===== config.mk =====
export PLATFORM = sky130hd
export DESIGN_NAME = conv2d_mc_engine
export DESIGN_NICKNAME = d
export VERILOG_FILES = /design/src/rtl/conv2d_mc_engine.sv
export SDC_FILE = /design/constraint.sdc
export NUM_CORES = 1
export LEC_CHECK = 0
export CAP_MARGIN = 20
export CORE_ASPECT_RATIO = 1.2
export CORE_MARGIN = 2
export CORE_UTILIZATION = 50
export DETAILED_ROUTE_END_ITERATION = 6
export GPL_TIMING_DRIVEN = 0
export PLACE_DENSITY = 0.72
export SYNTH_ARGS = -nofsm -noshare
export SYNTH_HDL_FRONTEND = slang
export SYNTH_SLANG_ARGS = --single-unit

===== constraint.sdc =====
create_clock -name clk -period 7.3 [get_ports clk]
set_input_delay 2.19 -clock clk [delete_from_list [all_inputs] [get_ports clk]]
set_output_delay 2.19 -clock clk [all_outputs]
set_load 0.05 [all_outputs]

===== src/rtl/conv2d_mc_engine.sv =====
// Batched multi-output-channel 2D convolution engine over NCHW tensors in external memories.
// One MAC tap per cycle with zero padding, per-channel bias, requantisation shift, ReLU and saturation.
module conv2d_mc_engine #(
  parameter int BATCH_SIZE   = 1,
  parameter int IN_CHANNELS  = 2,
  parameter int OUT_CHANNELS = 2,
  parameter int IN_HEIGHT    = 8,
  parameter int IN_WIDTH     = 8,
  parameter int KERNEL_SIZE  = 2,
  parameter int STRIDE       = 2,
  parameter int PADDING      = 0,
  parameter int DATA_WIDTH   = 8,
  parameter int ACC_WIDTH    = 32,
  parameter int ADDR_WIDTH   = 16
) (
  input  logic                  clk,
  input  logic                  rst,
  input  logic                  start,
  input  logic                  relu_en,
  input  logic [4:0]            shift_amt,
  output logic                  busy,
  output logic                  done,
  output logic                  valid,
  output logic                  sat_flag,
  output logic [ADDR_WIDTH-1:0] input_addr,
  input  logic [DATA_WIDTH-1:0] input_data,
  output logic                  input_en,
  output logic [ADDR_WIDTH-1:0] weight_addr,
  input  logic [DATA_WIDTH-1:0] weight_data,
  output logic                  weight_en,
  output logic [ADDR_WIDTH-1:0] bias_addr,
  input  logic [DATA_WIDTH-1:0] bias_data,
  output logic                  bias_en,
  output logic [ADDR_WIDTH-1:0] output_addr,
  output logic [DATA_WIDTH-1:0] output_data,
  output logic                  output_we,
  output logic                  output_en
);

  localparam int OH = (IN_HEIGHT + 2 * PADDING - KERNEL_SIZE) / STRIDE + 1;
  localparam int OW = (IN_WIDTH + 2 * PADDING - KERNEL_SIZE) / STRIDE + 1;
  localparam int CW = 16;

  typedef logic [CW-1:0] cnt_t;
  localparam cnt_t ONE     = cnt_t'(1);
  localparam cnt_t B_LAST  = cnt_t'(BATCH_SIZE - 1);
  localparam cnt_t OC_LAST = cnt_t'(OUT_CHANNELS - 1);
  localparam cnt_t IC_LAST = cnt_t'(IN_CHANNELS - 1);
  localparam cnt_t K_LAST  = cnt_t'(KERNEL_SIZE - 1);
  localparam cnt_t OH_LAST = cnt_t'(OH - 1);
  localparam cnt_t OW_LAST = cnt_t'(OW - 1);

  localparam logic signed [ACC_WIDTH-1:0] SAT_MAX = ACC_WIDTH'((2 ** (DATA_WIDTH - 1)) - 1);
  localparam logic signed [ACC_WIDTH-1:0] SAT_MIN = ~SAT_MAX;

  typedef enum logic [2:0] {S_IDLE, S_BIAS, S_MAC, S_WRITE, S_DONE} state_t;

  state_t state, state_nxt;
  cnt_t   b, oc, oy, ox, ic, ky, kx;
  logic signed [ACC_WIDTH-1:0] acc, relu_v, shifted;
  logic        relu_q;
  logic [4:0]  shift_q;
  int          iy, ix;
  logic        in_range, last_tap, last_out, sat_now;
  logic signed [2*DATA_WIDTH-1:0] in_ext, w_ext, prod;
  logic [DATA_WIDTH-1:0] sat_v;

  // Tap geometry and the requantised result of the current accumulator.
  always_comb begin
    iy       = int'(oy) * STRIDE + int'(ky) - PADDING;
    ix       = int'(ox) * STRIDE + int'(kx) - PADDING;
    in_range = (iy >= 0) && (iy < IN_HEIGHT) && (ix >= 0) && (ix < IN_WIDTH);
    in_ext   = (2 * DATA_WIDTH)'($signed(input_data));
    w_ext    = (2 * DATA_WIDTH)'($signed(weight_data));
    prod     = in_ext * w_ext;
    last_tap = (ic == IC_LAST) && (ky == K_LAST) && (kx == K_LAST);
    last_out = (b == B_LAST) && (oc == OC_LAST) && (oy == OH_LAST) && (ox == OW_LAST);
    relu_v   = (relu_q && acc[ACC_WIDTH-1]) ? '0 : acc;
    shifted  = relu_v >>> shift_q;
    sat_now  = 1'b1;
    if (shifted > SAT_MAX) begin
      sat_v = SAT_MAX[DATA_WIDTH-1:0];
    end else if (shifted < SAT_MIN) begin
      sat_v = SAT_MIN[DATA_WIDTH-1:0];
    end else begin
      sat_v   = shifted[DATA_WIDTH-1:0];
      sat_now = 1'b0;
    end
  end

  // NOTE: every output gets a default before the case so no latch is inferred.
  always_comb begin
    state_nxt   = state;
    busy        = 1'b0;
    done        = 1'b0;
    input_en    = 1'b0;
    input_addr  = '0;
    weight_en   = 1'b0;
    weight_addr = '0;
    bias_en     = 1'b0;
    bias_addr   = '0;
    output_en   = 1'b0;
    output_we   = 1'b0;
    output_addr = '0;
    output_data = '0;
    case (state)
      S_IDLE: if (start) state_nxt = S_BIAS;
      S_BIAS: begin
        busy      = 1'b1;
        bias_en   = 1'b1;
        bias_addr = ADDR_WIDTH'(oc);
        state_nxt = S_MAC;
      end
      S_MAC: begin
        busy        = 1'b1;
        weight_en   = 1'b1;
        weight_addr = ADDR_WIDTH'(((int'(oc) * IN_CHANNELS + int'(ic)) * KERNEL_SIZE
                                   + int'(ky)) * KERNEL_SIZE + int'(kx));
        // Padding taps leave the input port idle and contribute nothing.
        if (in_range) begin
          input_en   = 1'b1;
          input_addr = ADDR_WIDTH'(((int'(b) * IN_CHANNELS + int'(ic)) * IN_HEIGHT + iy)
                                   * IN_WIDTH + ix);
        end
        if (last_tap) state_nxt = S_WRITE;
      end
      S_WRITE: begin
        busy        = 1'b1;
        output_en   = 1'b1;
        output_we   = 1'b1;
        output_addr = ADDR_WIDTH'(((int'(b) * OUT_CHANNELS + int'(oc)) * OH + int'(oy))
                                  * OW + int'(ox));
        output_data = sat_v;
        state_nxt   = last_out ? S_DONE : S_BIAS;
      end
      S_DONE: begin
        done      = 1'b1;
        state_nxt = S_IDLE;
      end
      default: state_nxt = S_IDLE;
    endcase
  end

  assign valid = output_we;

  always_ff @(posedge clk or posedge rst) begin
    if (rst) begin
      state    <= S_IDLE;
      b        <= '0;
      oc       <= '0;
      oy       <= '0;
      ox       <= '0;
      ic       <= '0;
      ky       <= '0;
      kx       <= '0;
      acc      <= '0;
      relu_q   <= 1'b0;
      shift_q  <= '0;
      sat_flag <= 1'b0;
    end else begin
      state <= state_nxt;
      case (state)
        S_IDLE: if (start) begin
          relu_q   <= relu_en;
          shift_q  <= shift_amt;
          sat_flag <= 1'b0;
          b        <= '0;
          oc       <= '0;
          oy       <= '0;
          ox       <= '0;
          ic       <= '0;
          ky       <= '0;
          kx       <= '0;
        end
        S_BIAS: acc <= ACC_WIDTH'($signed(bias_data));
        S_MAC: begin
          if (in_range) acc <= acc + ACC_WIDTH'(prod);
          if (kx != K_LAST) begin
            kx <= kx + ONE;
          end else begin
            kx <= '0;
            if (ky != K_LAST) begin
              ky <= ky + ONE;
            end else begin
              ky <= '0;
              ic <= (ic == IC_LAST) ? '0 : ic + ONE;
            end
          end
        end
        S_WRITE: begin
          sat_flag <= sat_flag | sat_now;
          if (ox != OW_LAST) begin
            ox <= ox + ONE;
          end else begin
            ox <= '0;
            if (oy != OH_LAST) begin
              oy <= oy + ONE;
            end else begin
              oy <= '0;
              if (oc != OC_LAST) begin
                oc <= oc + ONE;
              end else begin
                oc <= '0;
                b  <= (b == B_LAST) ? '0 : b + ONE;
              end
            end
          end
        end
        default: ;
      endcase
    end
  end

endmodule


==> results of run 1 <==
cell usage after synthesis (all sizes together), types with 65 or more instances:
| cell type | n | area [µm²] |
|---|---|---|
| fa | 147 | 2940 |
| nor3 | 65 | 325 |
| nand2 | 208 | 781 |
| dfrtp | 154 | 3850 |
| inv | 178 | 668 |
| a21oi | 156 | 781 |
| xor2 | 67 | 587 |
| nor2 | 188 | 708 |
| ha | 214 | 2680 |
| xnor2 | 106 | 928 |
| and2 | 85 | 532 |
| o21ai | 224 | 1120 |
kinds of logic after synthesis:
| family | share of synthesized area |
|---|---|
| xor gates and xnor gates | 0.0737 |
| adders and majority gates | 0.269 |
| and+or+nand+nor | 0.195 |
| AOI/OAI and AO/OA | 0.165 |
| DFF | 0.185 |
| muxes | 0.0638 |
| buffers and inverters | 0.0487 |
layout make-up:
type	instances	share of cell area
clock buffers	17	0.0178
well taps	539	0.0282
diodes	1	0.000105
repair buffers	151	0.0546
clock inverters	15	0.00732
plain buffers	76	0.0145
inverters	181	0.0295
flip-flops and latches	154	0.161
multi-input cells	2025	0.686
path summary, 6_finish.rpt:
check / endpoint / slack [ns] / cells after the start
worst max-delay path: weight_addr[11] / 0.09 / 19
worst min-delay path: b[15] / 0.50 / 1
worst max register to register: acc[30] / 1.76 / 20
worst min register to register: b[15] / 0.50 / 1
max in group asynchronous: oc[0] / 4.16 / 3
min in group asynchronous: shift_q[4] / 2.07 / 2
metrics by stage:
| stage | hold slack, ns | power [mW] | util |
|---|---|---|---|
| 2_1_floorplan | 0.457 | 8.45 | - |
| 3_3_place_gp | 0.483 | 10.5 | 0.556 |
| 3_5_place_dp | 0.489 | 10.7 | 0.557 |
| 4_1_cts | 0.501 | 12.0 | 0.578 |
| 5_1_grt | 0.556 | 13.5 | 0.584 |
| 6_report | 0.500 | 12.5 | 0.584 |
power groups by stage:
stage	sequential, mW	combinational, mW	clock (mW)
4_1_cts	1.27	9.80	0.959
2_1_floorplan	1.17	7.28	0
3_3_place_gp	1.29	9.20	0
5_1_grt	1.29	11.2	0.994
3_5_place_dp	1.29	9.37	0
6_report	1.27	10.2	0.953
state kept, by name (all words and copies together) (netlist names), 5 cells and up:
signal,cells
acc,32
oy,16
kx,16
shift_q,5
ox,16
ic,16
ky,16
b,16
oc,16
worst max-delay path, delay by kind of cell, from the launching register on:
| family | cells | cell delay [ns] |
|---|---|---|
| AOI/OAI and AO/OA | 8 | 1.26 |
| xor gates and xnor gates | 1 | 0.10 |
| adders and majority gates | 4 | 1.26 |
| buffers and inverters | 4 | 0.94 |
| DFF | 1 | 0.44 |
| and+or+nand+nor | 2 | 0.56 |
what timing repair did:
item	CTS	global route
buffers inserted	18	20
hold endpoints to repair	0	0
resized for setup	120	156
gates cloned	2	0
endpoints found under the setup margin	55	43
pin swaps	12	38
layer usage:
layer / part of all wire / track usage / up-vias / routed length [µm]
li1: - / - / 8935 / -
met1: 0.39 / 0.346 / 9243 / 25100
met2: 0.52 / 0.536 / 544 / 33100
met3: 0.039 / 0.0346 / 185 / 2460
met4: 0.049 / 0.135 / 0 / 3130
met5: 0 / 0 / - / 0
==> metrics.md, run 1 <==
| Metric | Value |
|---|---|
| Shortest clock period the worst path allows after layout | `a little over 7 ns` |
| Average wire per cell in the routed design | `between 20 and 25 µm` |
| Final sum of negative setup slack | `0 ns` |
| Hold WC Path Type | `register to register` |
| Result of the run | `finished clean` |
| Number of enable flip-flop cells after synthesis | `0` |
| Final number of setup-violating endpoints | `0` |
| Post-synthesis area per instance | `8.57 µm²` |
| Overall track demand over capacity in global routing | `0.296` |
| Final hold violation count | `0` |
| Sequential share of power | `0.102` |
| Max-Slew Margin vs Limit | `0.169` |
| Routability cong. | `around 0.94` |
| Critical-path cell with the highest stage delay | `dlygate4sd2_1` |
| Total non-filler cell area in the finished layout | `~0.024 mm²` |
| Detailed-routing iteration count for the pre-antenna-repair pass | `5` |
| IR drop worst, VDD | `slightly below 0.5 mV` |
| Maximum clock skew at final layout | `~0.018 ns` |
| Depth of the CTS H-tree | `4` |
| DRT antenna net count | `0` |
| Leading register cell type out of synthesis | `dfrtp_1` |
| Initial antenna violation count | `1` |
| Source of the worst register-to-register timing path | `acc[6]` |
| Area taken by flip-flops and latches | `around 0.0039 mm²` |
| DP Area | `~0.023 mm²` |
| Required time at the endpoint of the critical path | `5.11 ns` |
| Horizontal extent of the die | `190 µm` |
| Congestion Overflow GR | `0` |
| Total standard cell area after synthesis | `0.0209 mm²` |
| CP startpoint | `oc[0]` |
| Pleak | `around 11 nW` |
| Sequential-to-total area share from yosys stat | `0.185` |
| Portion of total power attributed to combinational logic | `0.822` |
| Post-synthesis instance total | `2435` |
| Category of the worst setup path capture point | `output pin` |
| DR DRC count | `0` |
| Wire length reported by the detailed router | `between 60000 and 70000 µm` |
| Series of cell instances along the critical path | `ha_1, inv_1, fa_2, inv_1, ha_4, a21oi_2, o21ai_1, a21oi_1, o21ai_1, a21o_1, a21oi_2, xnor2_1, ha_1, nand3_1, a21oi_2, buf_4, o31a_1, nor3_1, dlygate4sd2_1` |
| Maximum capacitance violations | `0` |
| Number of filler instances in the final layout | `roughly 3700` |
| Detailed placer's ending HPWL | `between 50000 and 60000 µm` |
| Critical-path maximum fanout | `5` |
| Commonest non-fill, non-tap cell in the layout | `o21ai_0` |
| Post-Place Cells | `a little over 3000` |
| Final non-filler cell total | `~3200` |
| Switching power total | `around 6.5 mW` |
| Final Max Slew Viols | `0` |
| Flops & latches, synth | `154` |
| Hold-fix buffers at CTS | `0` |
| Row count | `just over 80` |
| Max incr delay on CP | `approximately 0.59 ns` |
| Clock network latency to the later pin of the worst-skew pair | `0.47 ns` |
| Area of the multi-input gates | `~0.016 mm²` |
| F_max | `0.139 GHz` |
| Cell internal power dissipation | `~5.9 mW` |
| Share of flip-flops with an asynchronous set or reset | `1.00` |
| Worst Path Arrival | `roughly 5 ns` |
| Core region area | `approximately 0.041 mm²` |
| Most frequent cells in the layout | `212 x o21ai_0, 205 x nand2_1, 197 x ha_1, 184 x nor2_1, 171 x inv_1` |
| Worst Path Class, Setup | `register to output pin` |
| Final worst slack | `0.0947 ns` |
| First-pass GRT wire length | `101000 µm` |
| Violation count after the first detailed-routing iteration | `1259` |
| Setup repair after global routing missed its margin | `yes` |
| Die Y | `228 µm` |
| Number of global-route vias before repair | `19100` |
| Buffer depth of the longest clock path | `2` |
| DP Worst Slack | `-1.65 ns` |
| Fraction of power spent switching nets | `0.523` |
| Number of clock buffers inserted by TritonCTS | `17` |
| Clock slew at the register clock pins of the worst setup and hold paths | `about 0.08 ns` |
| Synthesized netlist net count | `2829` |
| Via count of the routed design | `18900` |
| Area of the die | `around 0.043 mm²` |
| Critical Path Most Common Cell | `a21oi_2` |
| Net count of the finished layout | `3000` |
| Initial cell density of the core | `0.509` |
| Critical path startpoint category | `register` |
| Total power per unit cell area | `about 520 mW/mm²` |
| Fraction of final layout cells sized beyond drive strength 1 | `0.115` |
| Clock Sink Count | `approximately 150` |
| Clock tree from TritonCTS | `built` |
| Origin of the worst min-delay path | `b[15]` |
| Post-detailed-route via-to-cell ratio | `5.99` |
| Number of warnings reported in the yosys synthesis log | `0` |
| Fin crit share | `0.987` |
| Count of input and output buffers | `roughly 110` |
| Buffer type at the clock tree root | `clkbuf_16` |
| # IOs | `114` |
| Relative contribution of the clock network to total power | `0.076` |
| Area grow syn2layout | `14.6%` |
| Largest net degree at the start of global routing | `around 130` |
| Actual slew at the worst max-slew pin | `1.25 ns` |
| Library cells used by synthesis | `76` |
Power figures use the tool's default switching activity.
==> inputs of run 2 (changes only) <==
--- a/config.mk
+++ b/config.mk
@@ -6,12 +6,11 @@
 export NUM_CORES = 1
 export LEC_CHECK = 0
 export CAP_MARGIN = 20
-export CORE_ASPECT_RATIO = 1.2
 export CORE_MARGIN = 2
-export CORE_UTILIZATION = 50
+export CORE_UTILIZATION = 57
 export DETAILED_ROUTE_END_ITERATION = 6
 export GPL_TIMING_DRIVEN = 0
-export PLACE_DENSITY = 0.72
+export PLACE_DENSITY = 0.79
 export SYNTH_ARGS = -nofsm -noshare
 export SYNTH_HDL_FRONTEND = slang
 export SYNTH_SLANG_ARGS = --single-unit
==> run 2 against run 1 <==
  * The run now ends with design-rule violations left
  * Clock power down 5.5%
  * Combinational power about the same
  * Clock skew fell by 0.0059 ns
  * Utilization is 6.9 points higher
  * First-iteration DRC count rose by 39%
  * Hold slack better by 0.020 ns
  * Die area decreased by 12%
  * Critical endpoint is now weight_addr[15]
  * Largest cell class unchanged
  * Largest power group unchanged
==> metrics.md, run 2 (synthesis results as in run 1) <==
| Metric | Value |
|---|---|
| Detailed placer's ending HPWL | `47800 µm (-5.1%)` |
| Clock Sink Count | `154 (unchanged)` |
| Max-Slew Margin vs Limit | `0.285 (+0.116)` |
| Cell internal power dissipation | `5.77 mW (-2.8%)` |
| Result of the run | `finished with violations` |
| Max incr delay on CP | `0.42 ns (-0.17 ns)` |
| Congestion Overflow GR | `0 (unchanged)` |
| Number of filler instances in the final layout | `3007 (-19%)` |
| Worst reg2reg path depth | `22 (+10%)` |
| Overall track demand over capacity in global routing | `0.326 (+0.0309)` |
| Average wire per cell in the routed design | `20.2 µm (-0.11%)` |
| Commonest non-fill, non-tap cell in the layout | `o21ai_0` |
| Detailed-routing iteration count for the pre-antenna-repair pass | `7 (+2)` |
| Critical path startpoint category | `register` |
| Largest net degree at the start of global routing | `80 (-36%)` |
| Number of global-route vias before repair | `18200 (-4.5%)` |
| Total power | `12.2 mW (-1.7%)` |
| Relative contribution of the clock network to total power | `0.074 (-0.002)` |
| Clock network latency to the later pin of the worst-skew pair | `0.45 ns (-0.02 ns)` |
| Sequential share of power | `0.101 (about the same)` |
| Horizontal extent of the die | `195 µm (+2.5%)` |
| DP Worst Slack | `-1.62 ns (+0.0296 ns)` |
| Sink of the worst hold path | `b[15]` |
| Buffer type at the clock tree root | `clkbuf_16` |
| F_max | `0.138 GHz (-0.89%)` |
| Switching power total | `6.48 mW (-0.62%)` |
| Die Y | `195 µm (-14%)` |
| Critical-path maximum fanout | `5 (unchanged)` |
| Actual slew at the worst max-slew pin | `1.07 ns (-0.174 ns)` |
| IR drop worst, VDD | `0.611 mV (+25%)` |
| Depth of the CTS H-tree | `4 (unchanged)` |
| Number of antenna repair diodes | `0 (-1)` |
| Post-detailed-route via-to-cell ratio | `6.25 (+4.4%)` |
| Critical-path cell with the highest stage delay | `fa_2` |
| Area grow syn2layout | `13.8%` |
| Hold-fix buffers at CTS | `0 (unchanged)` |
| Clock slew at the register clock pins of the worst setup and hold paths | `0.07 ns (about the same)` |
| Final hold violation count | `0 (unchanged)` |
| Row count | `70 (-14%)` |
| Shortest clock period the worst path allows after layout | `7.27 ns (+0.0646 ns)` |
| Core region area | `0.0363 mm² (-11%)` |
| Total power per unit cell area | `516 mW/mm² (-0.94%)` |
| Violation count after the first detailed-routing iteration | `1749 (+39%)` |
| Buffer depth of the longest clock path | `2 (unchanged)` |
| Routability cong. | `0.985 (+4.8%)` |
| Pleak | `11.3 nW (+0.43%)` |
| Most frequent cells in the layout | `215 x o21ai_0, 205 x nand2_1, 200 x ha_1, 186 x nor2_1, 172 x inv_1` |
| Violated checks | `design-rule violations` |
| DR DRC count | `5 (+5)` |
| Fraction of power spent switching nets | `0.529 (+0.00561)` |
| Worst Path Arrival | `5.08 ns (+0.06 ns)` |
| Required time at the endpoint of the critical path | `5.11 ns (about the same)` |
| Series of cell instances along the critical path | `buf_4, inv_1, fa_2, nor2b_1, o21ai_0, a21oi_1, nor2_1, ha_1, inv_1, o21ai_1, a21oi_1, xnor2_1, ha_2, nand3_1, a21oi_2, nor2_1, a211o_1, o21ai_2, xnor2_1, mux2_4, buf_4` |
| Area of the die | `0.0381 mm² (-12%)` |
| Initial cell density of the core | `0.574 (+0.0644)` |
| Net count of the finished layout | `3002 (+0.067%)` |
| Final Max Slew Viols | `0 (unchanged)` |
| Category of the worst setup path capture point | `output pin` |
| Largest register FFs | `32 (unchanged)` |
| Via count of the routed design | `19300 (+2.0%)` |
| Count of input and output buffers | `112 (unchanged)` |
| Final worst slack | `0.0301 ns (-0.0646 ns)` |
| R2r endpoint | `acc[28]` |
| Origin of the worst min-delay path | `b[15]` |
| Hold WC Path Type | `register to register` |
| Final number of setup-violating endpoints | `0 (unchanged)` |
| Maximum capacitance violations | `0 (unchanged)` |
| Fraction of final layout cells sized beyond drive strength 1 | `0.108 (-0.00725)` |
| Number of clock buffers inserted by TritonCTS | `17 (unchanged)` |
| Wire length reported by the detailed router | `62300 µm (-2.4%)` |
| Maximum clock skew at final layout | `0.0118 ns (-0.00586 ns)` |
| First-pass GRT wire length | `98900 µm (-2.3%)` |
| Register-to-register path setup slack | `1.80 ns (+0.04 ns)` |
| Source of the worst register-to-register timing path | `acc[6]` |
| Worst Hold Depth | `1 (unchanged)` |
| DRT antenna net count | `0 (unchanged)` |
| Portion of total power attributed to combinational logic | `0.825 (+0.003)` |
| Fin crit share | `0.996 (+0.00885)` |
| # IOs | `114 (unchanged)` |
| Largest reg by FF count | `acc` |
| Worst Path Class, Setup | `register to output pin` |
| Clock tree from TritonCTS | `built` |
| Initial antenna violation count | `1 (unchanged)` |
[run 2: changes by cell type in the layout (fill, tap and decap cells not counted), moves of 3 or more]
cell / previous run / this run
buf_4: 39 / 42
inv_8: 7 / 2
o21ai_1: 9 / 6
ha_1: 197 / 200
buf_2: 19 / 8
a21oi_1: 138 / 142
o21ai_0: 212 / 215
clkbuf_2: 23 / 34
clkinvlp_4: 3 / 6
a21oi_2: 17 / 11
clkdlybuf4s15_2: 4 / 1
inv_6: 3 / 6
[run 2: how the worst max path moves through the flow]
stage                     slack [ns]         endpoint            from
after global routing           -0.08  weight_addr[15]           oc[1]
after global placement         -1.47          acc[31]   input_data[7]
final                           0.03  weight_addr[15]           oc[1]
after CTS                      -0.08          acc[31]  weight_data[3]
after detailed placement       -1.62          acc[31]   input_data[7]
after floorplan                -0.02          acc[31]  weight_data[0]
[run 2: power groups by stage]
stage	Combinational, mW	Sequential, mW	Clock, mW
2_1_floorplan	7.28	1.17	0
3_3_place_gp	9.10	1.25	0
3_5_place_dp	9.38	1.25	0
4_1_cts	9.61	1.23	0.899
5_1_grt	11.1	1.26	0.943
6_report	10.1	1.24	0.901
[run 2: stage by stage]
step | utilization | hold slack (ns) | TNS (ns) | instance area (µm²) | cells
after floorplan | - | 0.457 | -0.0153 | 21000 | 2435
after global placement | 0.624 | 0.482 | -234.63 | 22700 | 3015
after detailed placement | 0.625 | 0.492 | -26.21 | 22700 | 3016
after CTS | 0.644 | 0.503 | -0.0829 | 23400 | 3062
after global routing | 0.653 | 0.528 | -0.133 | 23700 | 3087
final | 0.653 | 0.521 | 0 | 23700 | 3087
[run 2: repair_timing]
item / 4_1_cts / 5_1_grt
buffers inserted: 14 / 24
gates resized for setup: 81 / 158
endpoints found under the hold margin: 0 / 0
cloned: 2 / 0
setup endpoints to repair: 53 / 40
pin swaps: 9 / 36
[run 2: per-layer routing]
layer	global-route usage	share of wire	wire, µm
met1	0.492	0.45	28000
met2	0.490	0.44	27300
met3	0.0572	0.094	5880
met4	0.0727	0.018	1140
met5	0	0.00016	10
[run 2: area by class of cell]
cell class	count	area (µm²)	area share
well taps	468	586	0.0247
clock buffers	17	425	0.0179
multi-input cells	2025	16400	0.691
flip-flops and latches	154	3860	0.163
repair buffers	152	1280	0.0539
inverters	181	706	0.0297
plain buffers	77	355	0.0150
clock inverters	13	134	0.00564
[run 2: critical path, delay by kind of cell (launching register included)]
kind | cells | cell delay, ns
AOI/OAI and AO/OA | 7 | 1.46
xor gates and xnor gates | 2 | 0.48
adders and majority gates | 3 | 1.02
buffers and inverters | 4 | 0.49
DFF | 1 | 0.40
muxes | 1 | 0.35
and+or+nand+nor | 4 | 0.45
==> inputs of run 3 (changes only) <==
--- a/config.mk
+++ b/config.mk
@@ -5,6 +5,7 @@
 export SDC_FILE = /design/constraint.sdc
 export NUM_CORES = 1
 export LEC_CHECK = 0
+export ABC_AREA = 1
 export CAP_MARGIN = 20
 export CORE_MARGIN = 2
 export CORE_UTILIZATION = 57
==> run 3 against run 2 <==
  * Setup slack gained 0.078 ns
  * Synthesized cell count grew 29%
  * Largest power group unchanged
  * First-iteration DRC count shrank 5.4%
  * Sequential cell count is the same
  * Critical path depth grew 6
  * The flow still finishes with violations (design-rule violations)
  * Fmax grew 1.1%
  * Global-route usage grew 2.5 points
  * Largest cell class unchanged
  * Clock power grew 4.7%
  * Combinational power shrank 10%
  * Utilization grew 0.20 points
==> metrics.md, run 3 <==
| Metric | Value |
|---|---|
| Largest net degree at the start of global routing | `88 (+10%)` |
| Via count of the routed design | `22200 (+15%)` |
| Buffer depth of the longest clock path | `2 (unchanged)` |
| Number of global-route vias before repair | `21700 (+19%)` |
| Critical Path Most Common Cell | `nand2_1` |
| Fraction of final layout cells sized beyond drive strength 1 | `0.0734 (-0.0343)` |
| Number of enable flip-flop cells after synthesis | `0 (unchanged)` |
| Final sum of negative setup slack | `0 ns (unchanged)` |
| Relative contribution of the clock network to total power | `0.084 (+0.010)` |
| Switching power total | `6.52 mW (+0.76%)` |
| Shortest clock period the worst path allows after layout | `7.19 ns (-0.0779 ns)` |
| Initial antenna violation count | `0 (-1)` |
| Core region area | `0.0378 mm² (+4.1%)` |
| Final worst slack | `0.108 ns (+0.0779 ns)` |
| Worst Path Arrival | `5.00 ns (-0.08 ns)` |
| Wire length reported by the detailed router | `71100 µm (+14%)` |
| Clock slew at the register clock pins of the worst setup and hold paths | `0.07 ns (about the same)` |
| Post-synthesis instance total | `3149 (+29%)` |
| Yosys top cell area share | `0.175 (-0.00925)` |
| Hold WC Path Type | `register to register` |
| Critical path startpoint category | `register` |
| Post-Place Cells | `3760 (+25%)` |
| Cell internal power dissipation | `4.71 mW (-18%)` |
| Result of the run | `finished with violations` |
| Library cells used by synthesis | `60 (-21%)` |
| DP Worst Slack | `-1.00 ns (+0.620 ns)` |
| Clock Sink Count | `154 (unchanged)` |
| Average wire per cell in the routed design | `18.6 µm (-7.8%)` |
| Violation count after the first detailed-routing iteration | `1654 (-5.4%)` |
| Final non-filler cell total | `3822 (+24%)` |
| DR DRC count | `2 (-3)` |
| Maximum capacitance violations | `0 (unchanged)` |
| Initial cell density of the core | `0.580 (+0.00637)` |
| Detailed-routing iteration count for the pre-antenna-repair pass | `7 (unchanged)` |
| Share of flip-flops with an asynchronous set or reset | `1.00 (unchanged)` |
| Total power | `11.2 mW (-8.3%)` |
| Sequential share of power | `0.109 (+0.008)` |
| Clock tree from TritonCTS | `built` |
| Hold-fix buffers at CTS | `0 (unchanged)` |
| Most frequent cell after synthesis | `nand2_1` |
| Critical-path maximum fanout | `5 (unchanged)` |
| Number of antenna repair diodes | `0 (unchanged)` |
| F_max | `0.139 GHz (+1.1%)` |
| Final number of setup-violating endpoints | `0 (unchanged)` |
| Violated checks | `design-rule violations` |
| Flops & latches, synth | `154 (unchanged)` |
| Worst Hold Slack | `0.515 ns (-0.00599 ns)` |
| DP Area | `0.0237 mm² (+4.2%)` |
| Final core utilization | `0.655 (+0.00205)` |
| Cells taking the most area after synthesis | `dfrtp_1 18%, fa_1 13%, ha_1 12%, nand2_1 11%, inv_1 8.3%` |
| Maximum clock skew at final layout | `0.0174 ns (+0.00557 ns)` |
| Row count | `71 (+1.4%)` |
| Detailed placer's ending HPWL | `57300 µm (+20%)` |
| Area grow syn2layout | `12.9%` |
| Actual slew at the worst max-slew pin | `1.02 ns (-0.0577 ns)` |
| Post-detailed-route via-to-cell ratio | `5.82 (-6.9%)` |
| Setup repair after global routing missed its margin | `yes` |
| DRT antenna net count | `0 (unchanged)` |
| IR drop worst, VDD | `0.341 mV (-44%)` |
| Category of the worst setup path capture point | `output pin` |
| Clock network latency to the later pin of the worst-skew pair | `0.47 ns (+0.02 ns)` |
| Number of warnings reported in the yosys synthesis log | `0 (unchanged)` |
| Post-synthesis area per instance | `6.97 µm² (-19%)` |
| Required time at the endpoint of the critical path | `5.11 ns (about the same)` |
| Portion of total power attributed to combinational logic | `0.807 (-0.018)` |
| Commonest non-fill, non-tap cell in the layout | `nand2_1` |
| Critical-path cell with the highest stage delay | `dfrtp_1` |
| Most frequent cells in the layout | `624 x nand2_1, 475 x inv_1, 355 x nand3_1, 225 x a21oi_1, 221 x nor2_1` |
| Worst Path Class, Setup | `register to output pin` |
| Synthesized netlist net count | `3543 (+25%)` |
| Total power per unit cell area | `453 mW/mm² (-12%)` |
| Leading register cell type out of synthesis | `dfrtp_1` |
| Most common library cells after synthesis | `628 x nand2_1, 484 x inv_1, 357 x nand3_1, 231 x a21oi_1, 225 x nor2_1` |
| Max-Slew Margin vs Limit | `0.318 (+0.0332)` |
| Congestion Overflow GR | `0 (unchanged)` |
| Fraction of power spent switching nets | `0.581 (+0.0521)` |
| Largest reg by FF count | `acc` |
| Count of input and output buffers | `98 (-13%)` |
| Horizontal extent of the die | `200 µm (+2.5%)` |
| First-pass GRT wire length | `113000 µm (+15%)` |
| Number of clock buffers inserted by TritonCTS | `17 (unchanged)` |
| Top cell type by total area after synthesis | `dfrtp_1` |
| Max incr delay on CP | `0.49 ns (+0.07 ns)` |
| Fin crit share | `0.985 (-0.0107)` |
| Overall track demand over capacity in global routing | `0.352 (+0.0252)` |
| Sequential-to-total area share from yosys stat | `0.175 (-0.00925)` |
| Total non-filler cell area in the finished layout | `0.0248 mm² (+4.4%)` |
| Pleak | `12.7 nW (+12%)` |
| Die Y | `200 µm (+2.5%)` |
| Net count of the finished layout | `3692 (+23%)` |
| Area of the die | `0.0401 mm² (+5.2%)` |
| Buffer type at the clock tree root | `clkbuf_16` |
| Final hold violation count | `0 (unchanged)` |
| Routability cong. | `0.994 (+0.86%)` |
| Total standard cell area after synthesis | `0.0220 mm² (+5.3%)` |
| Largest register FFs | `32 (unchanged)` |
| Final Max Slew Viols | `0 (unchanged)` |
| Depth of the CTS H-tree | `4 (unchanged)` |
| # IOs | `114 (unchanged)` |
-- run 3: cell types whose count changed after synthesis, moves of 25 or more --
cell / delta
nand2_1: +420
nand3_1: +308
inv_1: +306
and2_1: -80
a21oi_1: +75
o21ai_0: -66
xnor2_1: -61
and3_1: -47
mux2i_1: -46
nor2_1: +38
a21o_1: -25
nor2b_1: -25
-- run 3: repair_timing --
action	in CTS	in global routing
resized for setup	54	89
pin swaps	2	25
cloned	1	0
setup buffers	12	17
endpoints found under the setup margin	31	29
-- run 3: cells by family (layout without fill, tap and decap cells) --
group,Yosys count,after routing,synth area share
DFF,154,154,0.175
muxes,2,2,0.000969
adders and majority gates,361,361,0.256
and+or+nand+nor,1398,1398,0.279
buffers and inverters,590,752,0.106
xor gates and xnor gates,133,133,0.0537
AOI/OAI and AO/OA,511,511,0.129
-- run 3: final timing paths --
check / from / end / slack (ns) / cells past startpoint
max: oy[2] / input_addr[15] / 0.11 / 27
min: ic[15] / ic[15] / 0.51 / 1
max reg2reg: acc[12] / acc[31] / 2.07 / 18
min reg2reg: ic[15] / ic[15] / 0.51 / 1
max in group asynchronous: rst / ky[1] / 4.29 / 3
min in group asynchronous: rst / b[12] / 2.15 / 2
-- run 3: per-layer routing --
metal | wire length [µm] | GRT usage
met5 | 0 | 0
met4 | 3940 | 0.184
met3 | 3420 | 0.0311
met2 | 35400 | 0.629
met1 | 28300 | 0.421
-- run 3: cell type report --
class	instances	area, µm²
clock buffer	18	439
buffer	93	469
timing repair buffer	129	1270
inverter	497	1900
clock inverter	14	150
multi-input combinational	2405	16100
timing repair inverter	1	7.51
fill	3437	13100
sequential	154	3860
tap	511	639
-- run 3: power groups by stage --
stage / clock, mW / combinational (mW) / sequential, mW
floorplan: 0 / 6.40 / 1.16
global route: 0.978 / 10.1 / 1.25
global placement: 0 / 8.40 / 1.24
detailed placement: 0 / 8.57 / 1.24
finish: 0.943 / 9.06 / 1.23
CTS: 0.945 / 8.74 / 1.23
-- run 3: critical path, delay by kind of cell, from the launching register on --
kind	cells	cell delay, ns
flops	1	0.49
fa+ha+maj	3	1.11
simple gates	13	1.41
xor+xnor	3	0.47
buf+inv	4	0.41
compound gates	4	0.65
